$ cat src/rtl/operand_mux_arb_pkg.sv
// Shared constants and helpers for the operand selector: mode encodings and
// the round-robin pointer advance.
package mux_pkg;

   localparam logic MODE_FIXED = 1'b0;
   localparam logic MODE_RR    = 1'b1;

   // Next search start after a grant to channel ptr, wrapping at nch.
   function automatic int rr_next(input int ptr, input int nch);
      return (ptr == nch - 1) ? 0 : ptr + 1;
   endfunction

endpackage

$ cat src/rtl/operand_mux_arb_skid_buf2.sv
// Two-entry valid/ready buffer. The head entry drives the outputs directly and
// in_ready depends only on the registered occupancy.
module skid_buf2 #(
   parameter int DW = 8
) (
   input  logic          clk,
   input  logic          rst,
   input  logic [DW-1:0] in_data,
   input  logic          in_valid,
   output logic          in_ready,
   output logic [DW-1:0] out_data,
   output logic          out_valid,
   input  logic          out_ready
);

   logic [1:0]    count;
   logic [DW-1:0] head_p0;
   logic [DW-1:0] tail_p0;
   logic          push;
   logic          pop;

   assign in_ready  = (count < 2'd2);
   assign out_valid = (count != 2'd0);
   assign out_data  = head_p0;
   assign push      = in_valid & in_ready;
   assign pop       = out_valid & out_ready;

   always_ff @(posedge clk) begin
      if (rst) begin
         count   <= 2'd0;
         head_p0 <= '0;
         tail_p0 <= '0;
      end else begin
         case (count)
            2'd0: begin
               if (push) begin
                  head_p0 <= in_data;
                  count   <= 2'd1;
               end
            end
            2'd1: begin
               // Simultaneous push/pop replaces the head so order is kept.
               if (push && pop) begin
                  head_p0 <= in_data;
               end else if (push) begin
                  tail_p0 <= in_data;
                  count   <= 2'd2;
               end else if (pop) begin
                  count <= 2'd0;
               end
            end
            default: begin
               if (pop) begin
                  head_p0 <= tail_p0;
                  count   <= 2'd1;
               end
            end
         endcase
      end
   end

endmodule

$ cat src/rtl/operand_mux_arb.sv
// Registered N-channel operand selector with fixed or round-robin grant,
// feeding a 2-entry skid buffer tagged with the source channel.
module operand_mux_arb
   import mux_pkg::*;
#(
   parameter int WIDTH = 256,
   parameter int NCH   = 2,
   parameter int SELW  = $clog2(NCH)
) (
   input  logic                 clk,
   input  logic                 rst,
   input  logic                 mode,
   input  logic [SELW-1:0]      sel,
   input  logic [NCH*WIDTH-1:0] in_data,
   input  logic [NCH-1:0]       in_valid,
   output logic [NCH-1:0]       in_ready,
   output logic [WIDTH-1:0]     out_data,
   output logic [SELW-1:0]      out_ch,
   output logic                 out_valid,
   input  logic                 out_ready
);

   logic [SELW-1:0]       rr_ptr;
   logic [SELW-1:0]       gnt_ch;
   logic                  gnt_vld;
   logic [WIDTH-1:0]      gnt_data;
   logic                  space;
   logic                  accept;
   logic [WIDTH+SELW-1:0] buf_out;

   always_comb begin
      gnt_vld = 1'b0;
      gnt_ch  = '0;
      if (mode == MODE_FIXED) begin
         if (int'(sel) < NCH) begin
            gnt_vld = 1'b1;
            gnt_ch  = sel;
         end
      end else begin
         // Wrapped segment first; the segment at/after rr_ptr overrides it,
         // and descending order lets the lowest index of each segment win.
         for (int i = NCH - 1; i >= 0; i--) begin
            if (in_valid[i] && (i < int'(rr_ptr))) begin
               gnt_vld = 1'b1;
               gnt_ch  = SELW'(i);
            end
         end
         for (int i = NCH - 1; i >= 0; i--) begin
            if (in_valid[i] && (i >= int'(rr_ptr))) begin
               gnt_vld = 1'b1;
               gnt_ch  = SELW'(i);
            end
         end
      end
   end

   always_comb begin
      gnt_data = '0;
      in_ready = '0;
      for (int i = 0; i < NCH; i++) begin
         if (gnt_ch == SELW'(i)) begin
            gnt_data    = in_data[i*WIDTH +: WIDTH];
            in_ready[i] = !rst && space && gnt_vld;
         end
      end
   end

   assign accept = |(in_ready & in_valid);

   always_ff @(posedge clk) begin
      if (rst) begin
         rr_ptr <= '0;
      end else if ((mode == MODE_RR) && accept) begin
         rr_ptr <= SELW'(rr_next(int'(gnt_ch), NCH));
      end
   end

   // Stage boundary: granted operand and its tag enter the skid buffer.
   skid_buf2 #(
      .DW (WIDTH + SELW)
   ) u_skid (
      .clk       (clk),
      .rst       (rst),
      .in_data   ({gnt_data, gnt_ch}),
      .in_valid  (accept),
      .in_ready  (space),
      .out_data  (buf_out),
      .out_valid (out_valid),
      .out_ready (out_ready)
   );

   assign out_data = buf_out[WIDTH+SELW-1:SELW];
   assign out_ch   = buf_out[SELW-1:0];

endmodule

$ cat config.mk
export PLATFORM = sky130hd
export DESIGN_NAME = operand_mux_arb
export DESIGN_NICKNAME = d
export VERILOG_FILES = /design/src/rtl/operand_mux_arb_pkg.sv /design/src/rtl/operand_mux_arb_skid_buf2.sv /design/src/rtl/operand_mux_arb.sv
export SDC_FILE = /design/constraint.sdc
export NUM_CORES = 1
export LEC_CHECK = 0
export CAP_MARGIN = 20
export CORE_AREA = 2 2 302 304
export CTS_CLUSTER_SIZE = 25
export DETAILED_ROUTE_END_ITERATION = 12
export DIE_AREA = 0 0 304 306
export PLACE_DENSITY = 0.5
export SLEW_MARGIN = 10
export SYNTH_ARGS = -nofsm -noshare
export SYNTH_HDL_FRONTEND = slang
export SYNTH_SLANG_ARGS = --single-unit
$ cat constraint.sdc
create_clock -name clk -period 3.95 [get_ports clk]
set_input_delay 1.185 -clock clk [delete_from_list [all_inputs] [get_ports clk]]
set_output_delay 1.185 -clock clk [all_outputs]
set_load 0.03 [all_outputs]
After elaboration in Yosys (flattened, before gate mapping)
Index checks and enable logic that the tools add are counted.

storage, ports and cells
  bits of input ports = 519
  logic and storage cells = 52
  output and inout bits = 260
  register bits = 517

operators by class
  eq/ne operators = 5
  mux-type cells = 21
  reductions and logical operators = 14
  bitwise logic cells = 4
  add/subtract/negate cells = 1
  magnitude comparators = 3

operator list
  operator               count
  $mux W257              3
  $pmux W257 S2          1
  $mux W256              1
  $mux W1                10
  $mux W2                5
  $logic_and A1 B1 Y1    6
  $reduce_and A3 Y1      2
  $ne A2 B1 Y1 const B   2
  $pmux W2 S2            1
  $reduce_and A4 Y1      1
  $ne A3 B1 Y1 const B   1
  $reduce_bool A3 Y1     1
  $and A1 B1 Y1          2
  $and A2 B2 Y2          1
  $eq A2 B1 Y1 const B   1
  $logic_not A2 Y1       1
  $lt A2 B2 Y1 const B   1
  $ne A2 B2 Y1 const B   1
  $reduce_bool A2 Y1     1
  $reduce_or A2 Y1       1
  $add A1 B1 Y1 const B  1
  $ge A1 B1 Y1 const A   1
  $logic_not A1 Y1       1
  $lt A1 B1 Y1 const A   1
  $not A1 Y1             1

Logic depth before layout (Yosys ltp)
  word-level depth = 14
  depth in mapped cells = 9
  depth with buffers taken out = 4

Cells and area by module
Synthesis repeated with hierarchy kept, for this count alone.

second synthesis, totals
  cells, all modules = 2602
  area total of the unflattened synthesis = 25009.0 um^2

modules (own cells, without submodules)
  module           area each (um^2)  instances  cells an instance  sequential area each (um^2)
  skid_buf2        21730.8           1          2302               10329.9
  operand_mux_arb  3278.1            1          300                20.0

Worst setup path after synthesis
No wires, ideal clock.

  path kind = in2out
  start = input port in_valid[1]
  end = output port in_ready[1]
  setup slack = -0.015 ns
  buffers on the path = 4
  data arrival time = 2.780 ns
  required time = 2.765 ns
  cell stages on the path = 7
  cells stage by stage = clkbuf_2 > nand2_1 > or2_2 > buf_2 > clkbuf_1 > buf_1 > a21oi_1

between the ends
  cells in the longest elaborated chain, start to end = 5
  elaborated cells on any way between the ends = 8
  those cells by class = mux (7); reduce/logical (1)

ends and longest elaborated chain
  element                line                   text
  start, declared        operand_mux_arb.sv:15  input logic [NCH-1:0] in_valid,
  $mux W1 (2 in series)  operand_mux_arb.sv:49  if (in_valid[i] && (i >= int'(rr_ptr))) begin
  $mux W1                operand_mux_arb.sv:34  if (mode == MODE_FIXED) begin
  $logic_and A1 B1 Y1    operand_mux_arb.sv:63  in_ready[i] = !rst && space && gnt_vld;
  $mux W1 (*)            operand_mux_arb.sv:61  if (gnt_ch == SELW'(i)) begin
  end, declared          operand_mux_arb.sv:16  output logic [NCH-1:0] in_ready,

Every way passes the cells marked *; elsewhere a longest branch is shown, timed or not.

Worst setup path after layout
  start = input port mode
  end = output port in_ready[1]

between the ends
  cells in the longest elaborated chain, start to end = 3
  elaborated cells on any way between the ends = 4
  those cells by class = mux (3); reduce/logical (1)

ends and longest elaborated chain
  element              line                   text
  start, declared      operand_mux_arb.sv:12  input logic mode,
  $mux W1              operand_mux_arb.sv:34
  $logic_and A1 B1 Y1  operand_mux_arb.sv:63
  $mux W1 (*)          operand_mux_arb.sv:61

Marked as above.

==> flow_metrics.tcl <==
set metrics [dict create \
    dr.first_iter.drc_count 2967 \
    wl_met1_um 51100 \
    power_leakage_nw 12.5 \
    finalNonFillerCells 4803 \
    clk_latency_ps 620 \
    post_synth_main_area_contributors "dfxtp_1 (39%), o21ai_0 (9.7%), o311ai_0 (8.4%)" \
    start_util 0.297 \
    synth_top_cell_by_area "dfxtp_1" \
    dp_cells 4675 \
    gp_congestion 0.847 \
    io_buffers 778 \
    layout.nets 4081 \
    io_pins 779 \
    seq_area_frac_synth 0.388 \
    die_x_um 304 \
    hold_buffers 0 \
    clk_path_buf_depth 3 \
    yosys_warnings 0 \
    core_mm2 0.0896 \
    end_kind "output pin" \
    seq_area_mm2 0.0104 \
    p_sw_w 0.00428 \
    cp.required_ps 2760 \
    outcome "finished clean" \
    place_area_mm2 0.0356 \
    slew_violations 0 \
    multi_input_area_mm2 0.0144 \
    finalHoldViolCount 0 \
    synthDistinctLibCells 36 \
    overflow 0 \
    area_growth_syn_to_layout_pct 41.4 \
    vias 29900 \
    cts_buffers 61 \
    crit_path_start_kind "input pin" \
    grt_max_degree 193 \
    worst-setup-path-type "input pin to output pin" \
    rsz0062_at_grt "no" \
    cts_tree "done" \
    setup_viol 0 \
    worst-path-max-fanout 3 \
    syn_inst 3085 \
    seqPwrFrac 0.385 \
    dr.max_layer_used "met5" \
    synth_nets 3604 \
    min_period_ps 3840 \
    drc 0 \
    powerDensity_mw_per_mm2 388 \
    hpwl_um 81900 \
    max_freq_mhz 260 \
    dr.pass1.iters 6 \
    ir_worst_vdd_mv 0.266 \
    layout_setup_ws_ps 106 \
    dr_wl_met3_um 7170 \
    maxSlewHeadroom 0.269 \
    clock_sinks 517 \
    clkTransAtPathRegs_ps 50 \
    p_int_w 0.0103 \
    fin_area_mm2 0.0377 \
    swShare 0.293 \
    design.die.area_mm2 0.0930 \
    h-tree-depth 2 \
    power_w 0.0146 \
    drive_above_1_share 0.0640 \
    maxCapViolCount 0 \
    grt_pass1_wl_um 188000 \
    row_count 110 \
    ys_ff_latch 517 \
    routedWlPerCell_um 26.3 \
    synthesis.area_mm2 0.0267 \
    die_h_um 306 \
    ant_nets 0 \
    dr_wl_met2_um 62000 \
    worst_slew_pin_slew_ps 1100 \
    root_buffer "clkbuf_16" \
    grt_pass1_vias 28700 \
    grt_usage 0.255 \
    antenna_found_initial 27 \
    fillers 8751 \
    finClkSkew_ps 13.8 \
    wl_um 126000 \
    synth.avg_cell_area_um2 8.64 \
    yosys.area.top_type_share 0.388 \
    hp-class "register to register" \
    crit_arrival_ps 2660 \
    viasPerCell 6.23 \
    power_frac_comb 0.215 \
    clkPwrFrac 0.400 \
    dp_slack_ps -176 \
    post-route-period-util 0.973 \
]
[what timing repair did]
action / CTS / global route
gates resized for setup: 2 / 0
setup endpoints to repair: 2 / 0
setup buffers: 0 / 0
[per-layer routing]
metal	global-route usage	up-vias
met5	0	-
met4	0.121	16
met3	0.0378	242
met2	0.433	1255
met1	0.318	14900
li1	-	13500
[final timing paths]
kind | slack [ps] | depth (start not counted) | start | end
worst min register to register | 460 | 2 | u_skid.tail_p0[105] | u_skid.tail_p0[105]
worst min-delay path | 460 | 2 | u_skid.tail_p0[105] | u_skid.tail_p0[105]
worst max-delay path | 110 | 5 | mode | in_ready[1]
worst max register to register | 410 | 6 | u_skid.count[1] | u_skid.out_data[41]
[synth_stat cells]
| library cell | number |
|---|---|
| o221ai_2 | 1 |
| nor3_1 | 1 |
| o211ai_1 | 1 |
| o21a_1 | 2 |
| a211o_1 | 1 |
| buf_1 | 16 |
| o31ai_1 | 2 |
| clkbuf_1 | 374 |
| a21oi_1 | 3 |
| or2_2 | 2 |
| nor4b_1 | 1 |
| buf_6 | 3 |
| nand2b_1 | 2 |
| dfxtp_1 | 517 |
| and2_1 | 256 |
| nor4_1 | 1 |
| a211oi_4 | 1 |
| nor2b_1 | 1 |
| a22oi_1 | 256 |
| o41ai_1 | 256 |
| buf_2 | 85 |
| nand3_1 | 256 |
| and2b_1 | 1 |
| nor2_1 | 4 |
| inv_1 | 2 |
| buf_4 | 5 |
| o311ai_0 | 257 |
| o21ai_0 | 515 |
| o221a_2 | 1 |
| a221oi_1 | 256 |
| clkinv_1 | 1 |
| nand2_1 | 1 |
| o21ai_1 | 1 |
| mux2i_1 | 1 |
| clkbuf_2 | 1 |
| a31o_2 | 1 |
[critical path, cell delays in order]
cell and delay, ps:
clkdlybuf4s50_1 540, nand2_1 130, or2_4 280, a21oi_2 130, dlygate4sd2_1 400
[registers in the layout, summed over array words and instances (netlist names)]
| signal | count |
|---|---|
| u_skid.out_data | 257 |
| rr_ptr | 1 |
| u_skid.count | 2 |
| u_skid.tail_p0 | 257 |
[area by class of cell]
cell class | count | area share
Timing Repair Buffer | 898 | 0.248
Tap cell | 1176 | 0.0390
Multi-Input combinational cell | 2081 | 0.382
Inverter | 3 | 0.000631
Clock buffer | 96 | 0.0499
Clock inverter | 14 | 0.00491
Sequential cell | 517 | 0.275
Antenna cell | 18 | 0.00120
[cell usage in the layout, fill, tap and decap left out, types with 2 or more instances in the layout]
| master | Yosys | routed |
|---|---|---|
| bufinv_16 | 0 | 4 |
| o21a_1 | 2 | 2 |
| o31ai_1 | 2 | 2 |
| a21oi_1 | 3 | 2 |
| and2_1 | 256 | 256 |
| nor2_1 | 4 | 4 |
| nand3_1 | 256 | 256 |
| diode_2 | 0 | 18 |
| clkbuf_1 | 374 | 14 |
| a22oi_1 | 256 | 256 |
| dlygate4sd2_1 | 0 | 2 |
| a221oi_1 | 256 | 256 |
| buf_4 | 5 | 67 |
| clkbuf_8 | 0 | 20 |
| clkbuf_16 | 0 | 62 |
| buf_12 | 0 | 53 |
| o21ai_0 | 515 | 515 |
| dfxtp_1 | 517 | 516 |
| clkdlybuf4s50_1 | 0 | 776 |
| o311ai_0 | 257 | 257 |
| o41ai_1 | 256 | 256 |
| clkinv_2 | 0 | 8 |
[power groups by stage]
stage	registers [W]	logic [W]	clock network (W)
floorplan	0.00600	0.00131	0
finish	0.00563	0.00315	0.00584
global placement	0.00573	0.00310	0
detailed placement	0.00574	0.00314	0
global route	0.00565	0.00336	0.00621
CTS	0.00562	0.00315	0.00600
[metrics by stage]
step,hold WS (ps),util,TNS [ps]
2_1_floorplan,438,-,0
3_3_place_gp,447,0.397,-373
3_5_place_dp,456,0.397,-310
4_1_cts,470,0.420,0
5_1_grt,489,0.421,0
6_report,463,0.421,0
[cell families (layout without fill, tap and decap cells)]
group                  Yosys count  count (layout)  synth area share
AOI/OAI and AO/OA             1554            1554             0.426
muxes                            1               1          0.000376
buffers and inverters          487            1011            0.0742
other                            0              18                 0
DFF                            517             517             0.388
and+or+nand+nor                526             526             0.111
No activity file was read; power rests on OpenSTA's default activity.
